--- src/rtl/packet_splitter_if.sv ---
// FIFO-side bundle of the packet splitter: one FWFT input FIFO, two output FIFOs,
// plus the debug counters and the sticky length error.
interface packet_splitter_if #(
    parameter int W     = 11,
    parameter int CNT_W = 16
);
    // Handshake: a flit moves when the input is non-empty (valid) and the selected
    // output is not full (ready); rd and the selected wr pulse in that same cycle.
    logic             in_FIFO_empty;
    logic [W-1:0]     data_in;
    logic             in_FIFO_rd;
    logic             out_FIFO_full_0;
    logic             out_FIFO_full_1;
    logic             out_FIFO_wr_0;
    logic             out_FIFO_wr_1;
    logic [W-1:0]     data_out_0;
    logic [W-1:0]     data_out_1;
    logic [CNT_W-1:0] pkt_cnt_0;
    logic [CNT_W-1:0] pkt_cnt_1;
    logic             err_len;
    logic             err_clr;

    modport slave (
        input  in_FIFO_empty, data_in, out_FIFO_full_0, out_FIFO_full_1, err_clr,
        output in_FIFO_rd, out_FIFO_wr_0, out_FIFO_wr_1, data_out_0, data_out_1,
        output pkt_cnt_0, pkt_cnt_1, err_len
    );

    modport master (
        output in_FIFO_empty, data_in, out_FIFO_full_0, out_FIFO_full_1, err_clr,
        input  in_FIFO_rd, out_FIFO_wr_0, out_FIFO_wr_1, data_out_0, data_out_1,
        input  pkt_cnt_0, pkt_cnt_1, err_len
    );
endinterface

--- src/rtl/packet_splitter.sv ---
// Steers whole wormhole packets from one input FIFO to one of two output FIFOs,
// chosen by the route bit of the head flit; counts packets and flags over-length ones.
module packet_splitter #(
    parameter int W         = 11,
    parameter int ROUTE_BIT = 9,
    parameter int MAX_LEN   = 64,
    parameter int CNT_W     = 16
) (
    input  logic                 clk,
    input  logic                 reset_n,
    packet_splitter_if.slave     bus,
    output logic [1:0]           state_o
);
    localparam int LEN_W = $clog2(MAX_LEN + 1);

    typedef enum logic [1:0] {
        IDLE    = 2'd0,
        ROUTE_0 = 2'd1,
        ROUTE_1 = 2'd2
    } state_e;

    state_e           state_q, state_d;
    logic [LEN_W-1:0] len_q, len_d, len_inc;
    logic [CNT_W-1:0] pkt_cnt_0_q, pkt_cnt_1_q;
    logic             err_q, err_d;
    logic             sel, tail, xfer;
    logic             done_0, done_1, set_err;

    always_comb begin
        sel     = (state_q == IDLE) ? bus.data_in[ROUTE_BIT] : (state_q == ROUTE_1);
        tail    = bus.data_in[W-1];
        // Gating with reset_n keeps all strobes low for the whole reset window.
        xfer    = reset_n && !bus.in_FIFO_empty &&
                  !(sel ? bus.out_FIFO_full_1 : bus.out_FIFO_full_0);
        len_inc = len_q + LEN_W'(1);

        state_d = state_q;
        len_d   = len_q;
        done_0  = 1'b0;
        done_1  = 1'b0;
        set_err = 1'b0;

        if (xfer) begin
            if (state_q == IDLE) begin
                if (tail) begin
                    done_0 = !sel;
                    done_1 = sel;
                end else begin
                    state_d = sel ? ROUTE_1 : ROUTE_0;
                    len_d   = LEN_W'(1);
                end
            end else if (tail || len_inc == LEN_W'(MAX_LEN)) begin
                // Reaching MAX_LEN without a tail truncates the packet; the next flit is a head.
                state_d = IDLE;
                len_d   = '0;
                done_0  = !sel;
                done_1  = sel;
                set_err = !tail;
            end else begin
                len_d = len_inc;
            end
        end

        err_d = set_err ? 1'b1 : (bus.err_clr ? 1'b0 : err_q);
    end

    always_ff @(posedge clk or negedge reset_n) begin
        if (!reset_n) begin
            state_q     <= IDLE;
            len_q       <= '0;
            pkt_cnt_0_q <= '0;
            pkt_cnt_1_q <= '0;
            err_q       <= 1'b0;
        end else begin
            state_q     <= state_d;
            len_q       <= len_d;
            pkt_cnt_0_q <= pkt_cnt_0_q + CNT_W'(done_0);
            pkt_cnt_1_q <= pkt_cnt_1_q + CNT_W'(done_1);
            err_q       <= err_d;
        end
    end

    assign bus.in_FIFO_rd    = xfer;
    assign bus.out_FIFO_wr_0 = xfer && !sel;
    assign bus.out_FIFO_wr_1 = xfer && sel;
    assign bus.data_out_0    = bus.data_in;
    assign bus.data_out_1    = bus.data_in;
    assign bus.pkt_cnt_0     = pkt_cnt_0_q;
    assign bus.pkt_cnt_1     = pkt_cnt_1_q;
    assign bus.err_len       = err_q;
    assign state_o           = state_q;
endmodule

--- src/flat_wrapper.sv ---
// flat-port wrapper written by rule: the top's interface ports become plain ports
module packet_splitter_flat 
#(
    parameter int W         = 11,
    parameter int ROUTE_BIT = 9,
    parameter int MAX_LEN   = 64,
    parameter int CNT_W     = 16
)
  (clk, reset_n, state_o, bus_in_FIFO_empty, bus_data_in, bus_out_FIFO_full_0, bus_out_FIFO_full_1, bus_err_clr, bus_in_FIFO_rd, bus_out_FIFO_wr_0, bus_out_FIFO_wr_1, bus_data_out_0, bus_data_out_1, bus_pkt_cnt_0, bus_pkt_cnt_1, bus_err_len);
  packet_splitter_if #(.W(W), .CNT_W(CNT_W)) bus_i ();
  input  logic clk;
  input  logic reset_n;
  output logic [1:0] state_o;
  input wire logic [$bits(bus_i.in_FIFO_empty)-1:0] bus_in_FIFO_empty;
  input wire logic [$bits(bus_i.data_in)-1:0] bus_data_in;
  input wire logic [$bits(bus_i.out_FIFO_full_0)-1:0] bus_out_FIFO_full_0;
  input wire logic [$bits(bus_i.out_FIFO_full_1)-1:0] bus_out_FIFO_full_1;
  input wire logic [$bits(bus_i.err_clr)-1:0] bus_err_clr;
  output wire logic [$bits(bus_i.in_FIFO_rd)-1:0] bus_in_FIFO_rd;
  output wire logic [$bits(bus_i.out_FIFO_wr_0)-1:0] bus_out_FIFO_wr_0;
  output wire logic [$bits(bus_i.out_FIFO_wr_1)-1:0] bus_out_FIFO_wr_1;
  output wire logic [$bits(bus_i.data_out_0)-1:0] bus_data_out_0;
  output wire logic [$bits(bus_i.data_out_1)-1:0] bus_data_out_1;
  output wire logic [$bits(bus_i.pkt_cnt_0)-1:0] bus_pkt_cnt_0;
  output wire logic [$bits(bus_i.pkt_cnt_1)-1:0] bus_pkt_cnt_1;
  output wire logic [$bits(bus_i.err_len)-1:0] bus_err_len;
  assign bus_i.in_FIFO_empty = bus_in_FIFO_empty;
  assign bus_i.data_in = bus_data_in;
  assign bus_i.out_FIFO_full_0 = bus_out_FIFO_full_0;
  assign bus_i.out_FIFO_full_1 = bus_out_FIFO_full_1;
  assign bus_i.err_clr = bus_err_clr;
  assign bus_in_FIFO_rd = bus_i.in_FIFO_rd;
  assign bus_out_FIFO_wr_0 = bus_i.out_FIFO_wr_0;
  assign bus_out_FIFO_wr_1 = bus_i.out_FIFO_wr_1;
  assign bus_data_out_0 = bus_i.data_out_0;
  assign bus_data_out_1 = bus_i.data_out_1;
  assign bus_pkt_cnt_0 = bus_i.pkt_cnt_0;
  assign bus_pkt_cnt_1 = bus_i.pkt_cnt_1;
  assign bus_err_len = bus_i.err_len;
  packet_splitter #(.W(W), .ROUTE_BIT(ROUTE_BIT), .MAX_LEN(MAX_LEN), .CNT_W(CNT_W)) u_core (.clk(clk), .reset_n(reset_n), .bus(bus_i), .state_o(state_o));
endmodule
--- config.mk ---
export PLATFORM = sky130hd
export DESIGN_NAME = packet_splitter_flat
export DESIGN_NICKNAME = d
export VERILOG_FILES = /design/src/rtl/packet_splitter_if.sv /design/src/rtl/packet_splitter.sv /design/src/flat_wrapper.sv
export SDC_FILE = /design/constraint.sdc
export NUM_CORES = 1
export LEC_CHECK = 0
export ABC_AREA = 1
export ABC_CLOCK_PERIOD_IN_PS = 3200
export CAP_MARGIN = 20
export CORE_MARGIN = 2
export CORE_UTILIZATION = 45
export DETAILED_ROUTE_END_ITERATION = 12
export GPL_ROUTABILITY_DRIVEN = 1
export PLACE_DENSITY = 0.8
export RECOVER_POWER = 100
export SYNTH_ARGS = -nofsm -noshare
export SYNTH_HDL_FRONTEND = slang
export SYNTH_SLANG_ARGS = --single-unit
--- constraint.sdc ---
create_clock -name clk -period 3.2 [get_ports clk]
set_input_delay 0.96 -clock clk [delete_from_list [all_inputs] [get_ports clk]]
set_output_delay 0.96 -clock clk [all_outputs]
set_load 0.005 [all_outputs]
* Word-level counts from Yosys, hierarchy flattened
Cells that the tools add are included.
** Cells by class
- Add/sub/neg operators :: 3
- Equal/unequal tests :: 3
- Multiplexer cells :: 22
- Reductions and logical operators :: 14
** Operators with widths (number)
- $add A16 B1 Y16 :: 2
- $mux W7 :: 3
- $mux W1 :: 15
- $mux W2 :: 4
- $add A7 B1 Y7 const B :: 1
- $eq A7 B7 Y1 const B :: 1
- $logic_and A1 B1 Y1 :: 4
- $logic_not A1 Y1 :: 4
- $reduce_bool A2 Y1 :: 2
- $reduce_and A3 Y1 :: 1
- $eq A2 B2 Y1 const B :: 1
- $logic_not A2 Y1 :: 1
- $ne A2 B2 Y1 const B :: 1
- $reduce_and A2 Y1 :: 1
- $logic_or A1 B1 Y1 :: 1
** Word-level totals
- Bits in registers :: 42
- Output and inout port bits :: 60
- Word-level logic and storage cells :: 47

* Depth between registers and ports, before layout
Gate-level depths: netlist of run 1.
- Depth in word-level cells :: 7
- Depth in mapped cells :: 19
- Gate-level depth less buffers :: 19

* Worst setup path after synthesis of run 1
No wires, ideal clock.
- Kind :: input port to flip-flop
- From :: in bus_data_in[9]
- To :: reg u_core.pkt_cnt_1_q[12], in the netlist u_core.bus.pkt_cnt_1[12]
- Setup time :: 0.079 ns
- Data arrival time :: 2.765 ns
- Path slack :: 0.356 ns
- Stages :: 18
- Buffers on the path :: 0
- Path through :: inv_1 -> nand2_1 -> nand2_1 -> nand2_1 -> nand2_1 -> nand2_2 -> nor2_1 -> inv_1 -> nor2_1 -> ha_1 -> ha_1 -> nand3_2 -> nor2_2 -> nand3_1 -> nor2_1 -> nand2_1 -> nor2_1 -> xor2_1
** Between the ends
- Longest elaborated chain between the ends :: 6
** RTL lines
- start: declaration :: line flat_wrapper.sv:15 : input wire logic [$bits(bus_i.data_in)-1:0] bus_data_in;
- $mux W1 (*) :: line packet_splitter.sv:30 : sel = (state_q == IDLE) ? bus.data_in[ROUTE_BIT] : (state_q == ROUTE_1);
- $mux W1 :: line packet_splitter.sv:34 : !(sel ? bus.out_FIFO_full_1 : bus.out_FIFO_full_0);
- $logic_not A1 Y1 :: line packet_splitter.sv:34
- $logic_and A1 B1 Y1 :: line packet_splitter.sv:33 : xfer = reset_n && !bus.in_FIFO_empty &&
- $mux W1 (*) :: line packet_splitter.sv:43 : if (xfer) begin
- $add A16 B1 Y16 (*) :: line packet_splitter.sv:78 : pkt_cnt_1_q <= pkt_cnt_1_q + CNT_W'(done_1);
- end signal: assignment :: line packet_splitter.sv:78
- end: declaration :: line packet_splitter.sv:24 : logic [CNT_W-1:0] pkt_cnt_0_q, pkt_cnt_1_q;
Every way passes the cells marked *; elsewhere a longest branch is shown, timed or not.
A chain may end at the register's enable or synchronous reset.

* Final worst setup path of run 1
- From :: in bus_data_in[10]
- To :: out bus_data_out_1[10]
** RTL lines
- end: declaration :: line flat_wrapper.sv:23 : output wire logic [$bits(bus_i.data_out_1)-1:0] bus_data_out_1;
No word-level cell between the ends.

==> impl_metrics.yaml, run 1 <==
run_status:
  status: "finished, final reports clean"
yosys:
  synth.avg_cell_area_um2: 9.09
  seq_area_frac_synth_pct: 47.0
  synth.top_cell.area_share_pct: 47.0
  netlist_instances: 246
  synth_area_um2: 2240
  yosysTopAreaCell: "dfrtp_1"
  synth.area.top_cells: "dfrtp_1, nand2_1, buf_4"
  yosysUniqueCellTypes: 26
  synth-seq-cells: 42
  ys_warn_count: 0
  syn-num-nets: 269
min_path:
  hold_class: "flop to flop"
  hold_start: "u_core.bus.pkt_cnt_1[15]"
  hold_depth: 1
  hold_end: "u_core.bus.pkt_cnt_1[15]"
clock_network:
  cts_max_path_buffers: 2
  clk_pin_slew_ps: 70
  worst_skew_pair.late_latency_ps: 290
  cts_root_buffer: "clkbuf_8"
  cts_made_buffers: 5
  cts_sinks: 42
  htree_num_levels: 2
  cts_tree: "yes"
floorplanning:
  dieHeight_um: 74.5
  core_um2: 4750
  rows: 25
  die_w_um: 74.5
  io_pins: 77
  initial_utilization_pct: 47.1
  die_area_um2: 5550
critical_path:
  path_cells: "dlygate4sd3_1 > dlygate4sd3_1"
  cpMaxStageDelayCell: "dlygate4sd3_1"
  critical_path_class: "input pin to primary output"
  cp_slowest_stage_delay_ps: 600
  r2r-end: "u_core.bus.pkt_cnt_1[12]"
  endpoint_kind: "primary output"
  cp-start-kind: "input pin"
  crit_buf_inv: 2
  path_max_fanout: 4
  cp_top_family: "buffers and inverters"
  rrSetupSlack_ps: 440
  crit_arrival_ps: 2140
  worstSetupStartpoint: "bus_data_in[10]"
  required_ps: 2240
  worstReg2RegStart: "u_core.len_q[0]"
  ff2ff_path_depth: 19
  cpMostUsedCell: "dlygate4sd3_1"
placed_design:
  io_buffers: 49
  dpl-instance-area_um2: 2790
  gp_congestion: 0.863
  dp_hpwl_mm: 3.29
  dp_slack_ps: -284
  place_inst: 360
routing:
  wl_per_cell_um: 11.7
  wl_mm: 4.33
  first_pass_iters: 4
  drcViolationCount: 0
  route.vias.total: 1736
  viasPerCell: 4.69
  drt_first_iter_violations: 49
  ant_nets: 0
global_routing:
  antenna_found_initial: 0
  grt_max_degree: 43
  grtUsageTotal_pct: 17.1
  grt_pass1_wl_mm: 7.25
  first_global_vias: 1677
  grt_overflow_total: 0
final_layout:
  syn_to_final_growth_pct: 28.2
  final_nets: 325
  drive_gt1_share_pct: 13.5
  final_area_um2: 2870
  fin_cells: 370
  antennaDiodeCount: 0
sta:
  grt_setup_unrepaired: "no"
  fmax_mhz: 323
  setup_viol: 0
  tightest_slew_ps: 1020
  period_needed_ps: 3100
  finClkSkew_ps: 4.64
  fin_crit_sh_pct: 96.8
  finalWorstSetupSlack_ps: 101
  maxSlewHeadroom_pct: 32.1
  slew_viol_final: 0
  hold_viol: 0
power_and_ir_drop:
  ir_drop_mv: 0.266
  total_leakage_power_uw: 0.00149
  powerDensity_nw_per_um2: 494
  power_uw: 1420
job:
  max_cap_viol_count: 0
==> worst max path at each step <==
stage                                     endpoint  slack [ps]  cells after the start
final                           bus_data_out_1[10]         100                      2
after global routing      u_core.bus.pkt_cnt_1[12]          30                     15
after CTS                        bus_out_FIFO_wr_0         -30                     11
after detailed placement         bus_out_FIFO_wr_0        -280                     10
after global placement           bus_out_FIFO_wr_0        -250                     10
after floorplan           u_core.bus.pkt_cnt_1[12]         360                     18
==> cells in the final DEF, fill, tap and decap left out, types with 6 or more instances in the layout <==
cell             count
dlygate4sd3_1       38
ha_1                 6
clkbuf_4             8
nand3_1             20
dfrtp_1             42
inv_1               25
clkdlybuf4s50_1      6
buf_4               10
xor2_1              17
clkbuf_1             6
nor2_1              20
clkbuf_8             6
xnor2_1             11
nand2_1             44
==> cells by family (layout without fill, tap and decap cells) <==
| logic type | after synthesis | after routing | synth area share [%] |
|---|---|---|---|
| xor gates and xnor gates | 28 | 28 | 11.0 |
| DFF | 42 | 42 | 47.0 |
| AOI/OAI and AO/OA | 13 | 13 | 3.47 |
| buffers and inverters | 50 | 107 | 12.4 |
| and+or+nand+nor | 107 | 107 | 22.8 |
| adders and majority gates | 6 | 6 | 3.36 |
==> report_power, final <==
group | switching [uW] | leakage [uW] | total, uW | internal (uW)
clock | 170 | 0.0000482 | 344 | 174
combinational | 194 | 0.000893 | 374 | 179
sequential | 89.6 | 0.000547 | 699 | 609
total | 454 | 0.00149 | 1420 | 962
==> timing repair <==
action                     in CTS  in global routing
setup endpoints to repair       3                 12
buffers inserted                1                  1
hold buffers                    0                  0
pin swaps                       1                  0
resized for setup               6                  7
==> cell usage after synthesis <==
cell,instances
buf_4,22
buf_6,1
o21ai_1,1
nor3_4,1
xnor2_1,11
nor2_1,20
nand3_1,20
o22ai_1,2
o21ai_0,5
o21bai_2,1
nor2_2,2
nand3b_1,3
nor3_1,3
o21ai_2,1
xor2_1,17
nand4_1,5
nand2_4,1
nand3_2,2
nand2_1,46
ha_1,6
nor2_4,1
nor3_2,1
nand2_2,2
a21oi_1,3
dfrtp_1,42
inv_1,27
==> flip-flops by register name, summed over array words and instances, names as in the netlist <==
| name | count |
|---|---|
| u_core.bus.pkt_cnt_1 | 16 |
| u_core.bus.err_len | 1 |
| u_core.bus.pkt_cnt_0 | 16 |
| u_core.state_o | 2 |
| u_core.len_q | 7 |
==> layer usage <==
layer  global-route usage [%]  up-vias  wire, um
met2                     28.7       47      2030
met4                     5.56        0        55
met1                     21.5      811      2020
li1                         -      872         -
met3                     4.34        6       224
met5                        0        -         0
==> final cells by class <==
cell class	count	area [um^2]
fill	421	1890
sequential	42	1050
multi-input combinational	154	902
timing repair buffer	72	639
inverter	27	101
clock buffer	7	86.3
tap	67	83.8
clock inverter	1	5.00
==> through the flow <==
stage | TNS [ps] | utilization (%) | hold slack [ps]
floorplan | 0 | - | 465
global placement | -1490 | 58.6 | 461
detailed placement | -2300 | 58.6 | 460
CTS | -30.6 | 60.8 | 471
global route | 0 | 60.3 | 477
finish | 0 | 60.3 | 464
Note: power is estimated with default switching activity, not from simulation.
==> run 2, diff against run 1 <==
--- a/config.mk
+++ b/config.mk
@@ -6,13 +6,12 @@
 export NUM_CORES = 1
 export LEC_CHECK = 0
 export ABC_AREA = 1
-export ABC_CLOCK_PERIOD_IN_PS = 3200
 export CAP_MARGIN = 20
 export CORE_MARGIN = 2
 export CORE_UTILIZATION = 45
 export DETAILED_ROUTE_END_ITERATION = 12
 export GPL_ROUTABILITY_DRIVEN = 1
-export PLACE_DENSITY = 0.8
+export PLACE_DENSITY_LB_ADDON = 0.3
 export RECOVER_POWER = 100
 export SYNTH_ARGS = -nofsm -noshare
 export SYNTH_HDL_FRONTEND = slang
==> constraint.sdc (replaced) <==
create_clock -name clk -period 3.5 [get_ports clk]
set_input_delay 1.05 -clock clk [delete_from_list [all_inputs] [get_ports clk]]
set_output_delay 1.05 -clock clk [all_outputs]
set_load 0.005 [all_outputs]
==> run 2 against run 1 <==
Compared with the run above: the run now ends with max-capacitance violations, max-slew violations left; global-route usage shrank 0.16 points; clock-buffer cell count is 2 lower; clock skew hardly changed; sequential power fell by 8.6%; register-to-register slack improved by 230 ps; hold slack improved by 3.1 ps; critical path type unchanged; largest cell class unchanged.
==> impl_metrics.yaml, run 2 (same netlist as run 1, synthesis figures left out) <==
clock_network:
  cts_tree: "yes"
  worst_skew_pair.late_latency_ps: 290
  htree_num_levels: 2
  clk_pin_slew_ps: 70
  cts_root_buffer: "clkbuf_8"
  cts_sinks: 42
  hold_buffers: 0
  cts_max_path_buffers: 2
  postCtsSetupBuffers: 0
  cts_resized: 3
  cts_made_buffers: 5
final_layout:
  final_area_um2: 2810
  antennaDiodeCount: 0
  mostFrequentLayoutCell: "nand2_1"
  final_cell_mix: "nand2_1, dfrtp_1, dlygate4sd3_1, inv_1, nand3_1"
  drive_gt1_share_pct: 12.8
  final_nets: 319
  syn_to_final_growth_pct: 25.8
critical_path:
  endpoint_kind: "primary output"
  path_max_fanout: 4
  cp_slowest_stage_delay_ps: 490
  cpMostUsedCell: "nand2_2"
  cpMaxStageDelayCell: "clkdlybuf4s50_1"
  required_ps: 2450
  crit_arrival_ps: 2350
  cp-start-kind: "input pin"
  critical_path_class: "input pin to primary output"
  rrSetupSlack_ps: 670
  path_cells: "clkdlybuf4s50_1 > inv_2 > nand2_2 > nand2_2 > nand2_1 > nand2_1 > nand2_2 > inv_1 > buf_4 > dlygate4sd2_1"
routing:
  drcViolationCount: 0
  first_pass_iters: 4
  route.vias.total: 1694
  drt_first_iter_violations: 75
  wl_mm: 4.20
  wl_per_cell_um: 11.6
  ant_nets: 0
  viasPerCell: 4.67
placed_design:
  dp_slack_ps: -129
  dpl-instance-area_um2: 2760
  gp_congestion: 0.896
  io_buffers: 49
  dp_hpwl_mm: 3.20
sta:
  maxSlewHeadroom_pct: -45.2
  slew_viol_final: 43
  tns_ps: 0
  hold_viol: 0
  fin_crit_sh_pct: 97.1
  fmax_mhz: 294
  finClkSkew_ps: 4.28
  setup_viol: 0
  tightest_slew_ps: 2180
  period_needed_ps: 3400
  finalWorstSetupSlack_ps: 100
power_and_ir_drop:
  powerDensity_nw_per_um2: 445
  total_leakage_power_uw: 0.00146
  ir_drop_mv: 0.317
floorplanning:
  rows: 25
  die_area_um2: 5550
  core_um2: 4750
  io_pins: 77
  dieHeight_um: 74.5
  die_w_um: 74.5
  initial_utilization_pct: 47.1
job:
  max_cap_viol_count: 1
global_routing:
  first_global_vias: 1629
  grt_overflow_total: 0
  grt_max_degree: 43
  grt_pass1_wl_mm: 7.13
  grtUsageTotal_pct: 16.9
  antenna_found_initial: 0
run_status:
  violations: "max-capacitance violations, max-slew violations"
  status: "complete, but fails checks"
min_path:
  hold_class: "flop to flop"
==> run 2: changes by cell type in the layout (fill, tap and decap cells not counted), moves of 2 or more <==
| cell | before | now |
|---|---|---|
| nor2_1 | 20 | 18 |
| clkbuf_1 | 6 | 2 |
| clkbuf_4 | 8 | 6 |
| dlygate4sd3_1 | 38 | 40 |
| nor2_2 | 3 | 5 |
==> run 2: path summary, 6_finish.rpt <==
check,depth (start not counted),end,startpoint
setup / recovery,10,bus_in_FIFO_rd,bus_data_in[9]
hold / removal,1,u_core.bus.pkt_cnt_1[15],u_core.bus.pkt_cnt_1[15]
setup reg to reg,17,u_core.bus.pkt_cnt_1[12],u_core.len_q[0]
hold reg to reg,1,u_core.bus.pkt_cnt_1[15],u_core.bus.pkt_cnt_1[15]
max in group asynchronous,2,u_core.bus.pkt_cnt_0[9],reset_n
min in group asynchronous,2,u_core.bus.pkt_cnt_0[4],reset_n
==> run 2: layer usage <==
metal | GRT usage (%) | vias to the layer above | routed length, um
li1 | - | 855 | -
met1 | 22.4 | 793 | 1950
met2 | 25.9 | 39 | 1970
met3 | 4.20 | 7 | 196
met4 | 8.53 | 0 | 78
met5 | 0 | - | 0
==> run 2: final cells by class <==
type                            count  area, um^2
Fill cell                         435        1940
Multi-Input combinational cell    154         897
Clock buffer                        5        68.8
Sequential cell                    42        1050
Tap cell                           67        83.8
Timing Repair Buffer               66         602
Inverter                           27         101
Clock inverter                      2        10.0
==> run 2: critical path: cells and delay by family <==
family        cells  cell delay, ps
buf+inv           5             980
simple gates      5             310
==> run 2: through the flow <==
step	utilization (%)	total power (uW)	hold slack [ps]	instances
after floorplan	-	822	465	246
after global placement	58.0	981	463	356
after detailed placement	58.0	990	464	356
after CTS	59.6	1280	478	363
after global routing	59.2	1340	496	363
final	59.2	1250	467	363
==> run 2: power breakdown <==
| group | switching (uW) | internal, uW | leakage (uW) | total [uW] |
|---|---|---|---|---|
| logic | 168 | 150 | 0.000866 | 318 |
| clock network | 160 | 134 | 0.0000438 | 294 |
| registers | 82.0 | 557 | 0.000547 | 639 |
| total | 411 | 841 | 0.00146 | 1250 |
